File: src/rtl/exe_alu_md.sv
// Execute-stage ALU with operand forwarding muxes and an iterative MULTU/DIVU unit owning HI/LO.
// state | meaning:  IDLE single-cycle ops accepted | MUL shift-add step | DIV restoring-divide step
module exe_alu_md #(
  parameter int WIDTH = 32,
  parameter int SHW   = 5
) (
  input  logic             clk,
  input  logic             rstn,
  input  logic             in_valid,
  input  logic             flush,
  input  logic [3:0]       alu_op,
  input  logic [WIDTH-1:0] rf_a,
  input  logic [WIDTH-1:0] rf_b,
  input  logic [WIDTH-1:0] imm,
  input  logic [WIDTH-1:0] fwd_exe,
  input  logic [WIDTH-1:0] fwd_mem,
  input  logic [1:0]       a_sel,
  input  logic [1:0]       b_sel,
  output logic [WIDTH-1:0] result,
  output logic             out_valid,
  output logic             zero,
  output logic             ovf,
  output logic             busy,
  output logic             md_done,
  output logic [WIDTH-1:0] hi,
  output logic [WIDTH-1:0] lo
);

  typedef enum logic [1:0] {IDLE, MUL, DIV} state_t;

  localparam logic [SHW:0] CNT_INIT = WIDTH[SHW:0];
  localparam logic [SHW:0] CNT_ONE  = {{SHW{1'b0}}, 1'b1};

  state_t             state;
  logic [SHW:0]       cnt;
  logic [2*WIDTH-1:0] md_x;
  logic [WIDTH-1:0]   md_d;
  logic [2*WIDTH-1:0] md_next;
  logic [WIDTH:0]     mul_sum;
  logic [WIDTH:0]     div_trial;

  logic [WIDTH-1:0] op_a, op_b, add_s, sub_s, res_n;
  logic             ovf_n, accept, is_md;
  logic [SHW-1:0]   sh;

  always_comb begin
    case (a_sel)
      2'd0:    op_a = rf_a;
      2'd1:    op_a = fwd_exe;
      2'd2:    op_a = fwd_mem;
      default: op_a = '0;
    endcase
    case (b_sel)
      2'd0:    op_b = rf_b;
      2'd1:    op_b = imm;
      2'd2:    op_b = fwd_exe;
      default: op_b = fwd_mem;
    endcase
  end

  assign add_s  = op_a + op_b;
  assign sub_s  = op_a - op_b;
  assign sh     = op_b[SHW-1:0];
  assign busy   = (state != IDLE);
  assign accept = in_valid & ~busy & ~flush;
  assign is_md  = (alu_op[3:1] == 3'b110);

  always_comb begin
    res_n = '0;
    ovf_n = 1'b0;
    case (alu_op)
      4'b0000: begin
        res_n = add_s;
        ovf_n = (op_a[WIDTH-1] == op_b[WIDTH-1]) && (add_s[WIDTH-1] != op_a[WIDTH-1]);
      end
      4'b0100: begin
        res_n = sub_s;
        ovf_n = (op_a[WIDTH-1] != op_b[WIDTH-1]) && (sub_s[WIDTH-1] != op_a[WIDTH-1]);
      end
      4'b0101: res_n = op_a | op_b;
      4'b0001: res_n = op_a & op_b;
      4'b0010: res_n = op_a ^ op_b;
      4'b0011: res_n = ~(op_a | op_b);
      4'b0110: res_n = {{(WIDTH-1){1'b0}}, ($signed(op_a) < $signed(op_b))};
      4'b0111: res_n = {{(WIDTH-1){1'b0}}, (op_a < op_b)};
      4'b1000: res_n = op_a << sh;
      4'b1001: res_n = op_a >> sh;
      4'b1010: res_n = $unsigned($signed(op_a) >>> sh);
      4'b1110: res_n = hi;
      4'b1111: res_n = lo;
      default: res_n = '0;
    endcase
  end

  // md_x holds {partial product, multiplier} for MUL and {remainder, dividend/quotient} for DIV,
  // so the final value maps straight onto {hi, lo} for both ops.
  assign mul_sum   = {1'b0, md_x[2*WIDTH-1:WIDTH]} + (md_x[0] ? {1'b0, md_d} : {(WIDTH+1){1'b0}});
  assign div_trial = {md_x[2*WIDTH-1:WIDTH], md_x[WIDTH-1]} - {1'b0, md_d};

  always_comb begin
    md_next = md_x;
    if (state == DIV) begin
      if (!div_trial[WIDTH])
        md_next = {div_trial[WIDTH-1:0], md_x[WIDTH-2:0], 1'b1};
      else
        md_next = {md_x[2*WIDTH-2:0], 1'b0};
    end else begin
      md_next = {mul_sum, md_x[WIDTH-1:1]};
    end
  end

  always_ff @(posedge clk or negedge rstn) begin
    if (!rstn) begin
      state     <= IDLE;
      cnt       <= '0;
      md_x      <= '0;
      md_d      <= '0;
      result    <= '0;
      out_valid <= 1'b0;
      zero      <= 1'b0;
      ovf       <= 1'b0;
      md_done   <= 1'b0;
      hi        <= '0;
      lo        <= '0;
    end else begin
      out_valid <= 1'b0;
      md_done   <= 1'b0;
      case (state)
        IDLE: begin
          if (accept) begin
            if (is_md) begin
              state <= alu_op[0] ? DIV : MUL;
              cnt   <= CNT_INIT;
              md_d  <= alu_op[0] ? op_b : op_a;
              md_x  <= {{WIDTH{1'b0}}, (alu_op[0] ? op_a : op_b)};
            end else begin
              result    <= res_n;
              zero      <= (res_n == '0);
              ovf       <= ovf_n;
              out_valid <= 1'b1;
            end
          end
        end
        default: begin
          if (flush) begin
            state <= IDLE;
            cnt   <= '0;
          end else begin
            md_x <= md_next;
            if (cnt == CNT_ONE) begin
              hi      <= md_next[2*WIDTH-1:WIDTH];
              lo      <= md_next[WIDTH-1:0];
              md_done <= 1'b1;
              state   <= IDLE;
              cnt     <= '0;
            end else begin
              cnt <= cnt - CNT_ONE;
            end
          end
        end
      endcase
    end
  end

endmodule
File: config.mk
export PLATFORM = sky130hd
export DESIGN_NAME = exe_alu_md
export DESIGN_NICKNAME = d
export VERILOG_FILES = /design/src/rtl/exe_alu_md.sv
export SDC_FILE = /design/constraint.sdc
export NUM_CORES = 1
export LEC_CHECK = 0
export ABC_AREA = 1
export CAP_MARGIN = 15
export CORE_MARGIN = 2
export CORE_UTILIZATION = 35
export CTS_CLUSTER_DIAMETER = 100
export DETAILED_ROUTE_END_ITERATION = 6
export GPL_TIMING_DRIVEN = 0
export PLACE_DENSITY_LB_ADDON = 0.3
export SYNTH_ARGS = -nofsm -noshare
export SYNTH_HDL_FRONTEND = slang
export SYNTH_SLANG_ARGS = --single-unit
export TNS_END_PERCENT = 10
File: constraint.sdc
create_clock -name clk -period 7 [get_ports clk]
set_input_delay 1.05 -clock clk [delete_from_list [all_inputs] [get_ports clk]]
set_output_delay 1.05 -clock clk [all_outputs]
set_load 0.01 [all_outputs]
==> run metrics <==
status finished, violations left; failing checks max-capacitance violations; post-route ant nets 0; async set-reset flop share out of synthesis 1.00; crit path to zero; die area 0.0742 mm²; total of max-cap violations 1; area occupied by multi-input gates 0.0172 mm²; P_leak 15.1 nW; layout cell share with drive strength beyond 1 0.0409; delay-heaviest family, CP simple AND/OR/NAND/NOR gates; combinational share of power 0.668; adder-cell area share of the yosys netlist 0.0900; routed len/inst 28.7 µm; Root Buffer Master clkbuf_16; Longest Clk Path Bufs 3; switching fraction of total power 0.562; min Tclk post-route 6.90 ns; Num CTS Buffers 27; clock share of power 0.129; total global-route track usage 0.421; Pwr Density 374 mW/mm²; Seq cells post-synth 204; R2R Path Start md_x[0]; clk_lat worst skew 0.58 ns; Yosys warnings 0; Synth area leader dfrtp_1; I/O Pins 273; R2R setup slack 1.42 ns; initial antenna violation count 3; cts hold-fix bufs 0; Max IR drop VDD 0.256 mV; Critical Path RT 7.52 ns; post-route insts no fill 5598; mux contribution to synthesized area 0; top-area cell type share of the netlist area 0.202; register area 0.00510 mm²; Layout area overhead 19.8%; largest net degree at the start of global routing 107; Most Frequent Cell on Critical Path nand2_1; Core Box Area 0.0714 mm²; WP depth 27; Mapped Nets 4658; main area contributors after synthesis dfrtp_1 (20%), nand2_1 (18%), nand3_1 (12%), ha_1 (8.7%), inv_1 (7.7%); Worst Max-Slew Pin Slew 1.43 ns; final wirelength 161 mm; Clock Skew 0.0102 ns; Synth Cell Area 0.0252 mm²; Die Y 272 µm; post-synthesis xor/xnor area fraction 0.0101; RSZ-0062 raised after global routing no; die width 272 µm; Cell Rows 98; CTS tree done; worst path buffer plus inverter count 9; element type at the critical path start primary input; most frequent cells after synthesis nand2_1 (1199), nand3_1 (624), inv_1 (519); drt drc 0; FMAX 145 MHz; simple-gate share of the synthesized area 0.395; final net count 4977; crit path kind in -> reg; Crit path largest cell delay 0.58 ns; Worst Hold Class in -> async; final setup vio count 0; total negative slack 0 ns; first-pass GRT wire length 226 mm; I/O Buffers 270; Final Wtd Congestion 1.04; average size of a mapped cell 5.85 µm²; main combinational cell family by area after synthesis simple AND/OR/NAND/NOR gates; total congestion overflow 0; Critical Path Start b_sel[1]; Arrival @ worst endpoint 7.42 ns; H-tree depth 1; r2r endpoint hi[29]; worst r2r path cells 22; EDFF count, synth 0; Synth Area in Compound Gates 0.189; DP Wirelength 135 mm; Detailed Route Iter0 Violations 5049; Detailed Routing Iterations Pass 1 7; Worst setup EP type register; Final Hold Fails 0; Synth cell types 55; Initial Util 0.353; fill count 8034; vias in the first global route 31300; via count 33700; fin. max-slew vios 0; final period utilization 0.986; Placed Instance Area 0.0293 mm²; clock-pin slew on the worst setup and hold paths 0.06 ns; ys flop type dfrtp_1; sw power 6.35 mW; DP Cell Count 5544; Mapped Cells 4307; Via density 6.01; share of total power in sequential cells 0.203; CTS sink count 204; Internal Pwr Total 4.95 mW; Crit Path Max Fanout 11; register area share after synthesis 0.202; most common cell in the netlist nand2_1; Finished Cell Area 0.0302 mm²; crit path max-delay cell type clkdlybuf4s50_1; Rel. slew slack 0.0201
-- power by group through the flow --
stage / clock [mW] / combinational [mW] / sequential (mW)
3_3_place_gp: 0 / 7.18 / 2.27
6_report: 1.46 / 7.55 / 2.29
3_5_place_dp: 0 / 7.19 / 2.27
2_1_floorplan: 0 / 4.23 / 2.15
4_1_cts: 1.46 / 7.23 / 2.26
5_1_grt: 1.50 / 8.12 / 2.32
-- placed cells by master (no fill, tap or decap), types with 19 or more instances in the layout --
cell type,n
o21ai_0,299
o211ai_1,38
xnor2_1,19
a32oi_1,19
dfrtp_1,204
a221oi_1,20
clkbuf_16,27
buf_2,46
a31oi_1,33
nand3_1,624
clkbuf_1,122
nor3_1,44
ha_1,175
buf_4,22
or2_2,19
o22ai_1,59
a21oi_1,271
inv_1,519
nand2_1,1199
nand4_1,37
clkdlybuf4s50_1,269
nor2_1,359
-- worst register-to-register path, cell delays in order (launching register included) --
cell	delay (ns)
dfrtp_1	0.32
clkbuf_1	0.53
clkbuf_1	0.52
nand2_1	0.09
inv_1	0.08
ha_1	0.21
inv_1	0.08
fa_1	0.43
inv_1	0.07
nand2_1	0.05
nand2_1	0.06
nand2_1	0.06
nand2_1	0.09
a21oi_1	0.11
o21ai_0	0.73
a21oi_1	0.25
o21ai_0	0.65
nand4_1	0.37
nand3_1	0.18
nand2_1	0.06
o21ai_0	0.28
nand2_1	0.18
nand2_1	0.13
-- logic make-up after synthesis --
family,Yosys count
AOI/OAI and AO/OA,833
buffers and inverters,726
xor gates and xnor gates,29
adders and majority gates,179
and+or+nand+nor,2336
DFF,204
-- cell type report --
cell class                 count  share of cell area
buffer                       195              0.0294
inverter                     531              0.0660
antenna                        2            0.000166
clock buffer                  40              0.0260
sequential                   204               0.169
tap                          950              0.0393
clock inverter                 9             0.00369
timing repair buffer         290              0.0961
multi-input combinational   3377               0.570
-- state kept, by name (all words and copies together) (netlist names), 2 cells and up --
| register | count |
|---|---|
| state | 2 |
| hi | 32 |
| md_x | 64 |
| result | 32 |
| cnt | 6 |
| md_d | 32 |
| lo | 32 |
-- how the worst min path moves through the flow --
stage	from	endpoint	slack, ns	depth (start not counted)
4_1_cts	zero	zero	0.49	2
2_1_floorplan	state[0]	state[0]	0.47	2
3_5_place_dp	zero	zero	0.47	2
6_report	rstn	result[19]	0.49	1
3_3_place_gp	result[29]	result[29]	0.47	2
5_1_grt	result[30]	result[30]	0.51	2
-- what timing repair did --
action | in CTS | in global routing
setup buffers | 0 | 2
resized for setup | 0 | 1
endpoints found under the setup margin | 0 | 1
-- through the flow --
stage / hold WS [ns] / worst slack [ns] / utilization / power, mW
final: 0.490 / 0.101 / 0.423 / 11.3
after global routing: 0.508 / 0.174 / 0.423 / 11.9
after CTS: 0.486 / 0.120 / 0.423 / 11.0
after detailed placement: 0.470 / -0.473 / 0.410 / 9.47
after global placement: 0.468 / -4.54 / 0.408 / 9.45
after floorplan: 0.465 / 2.74 / - / 6.38
-- layer usage --
layer  track usage  share of wire
met1         0.616           0.44
met2         0.580           0.39
met5             0              0
met3         0.107           0.13
met4         0.169          0.047
Power figures use the tool's default switching activity.
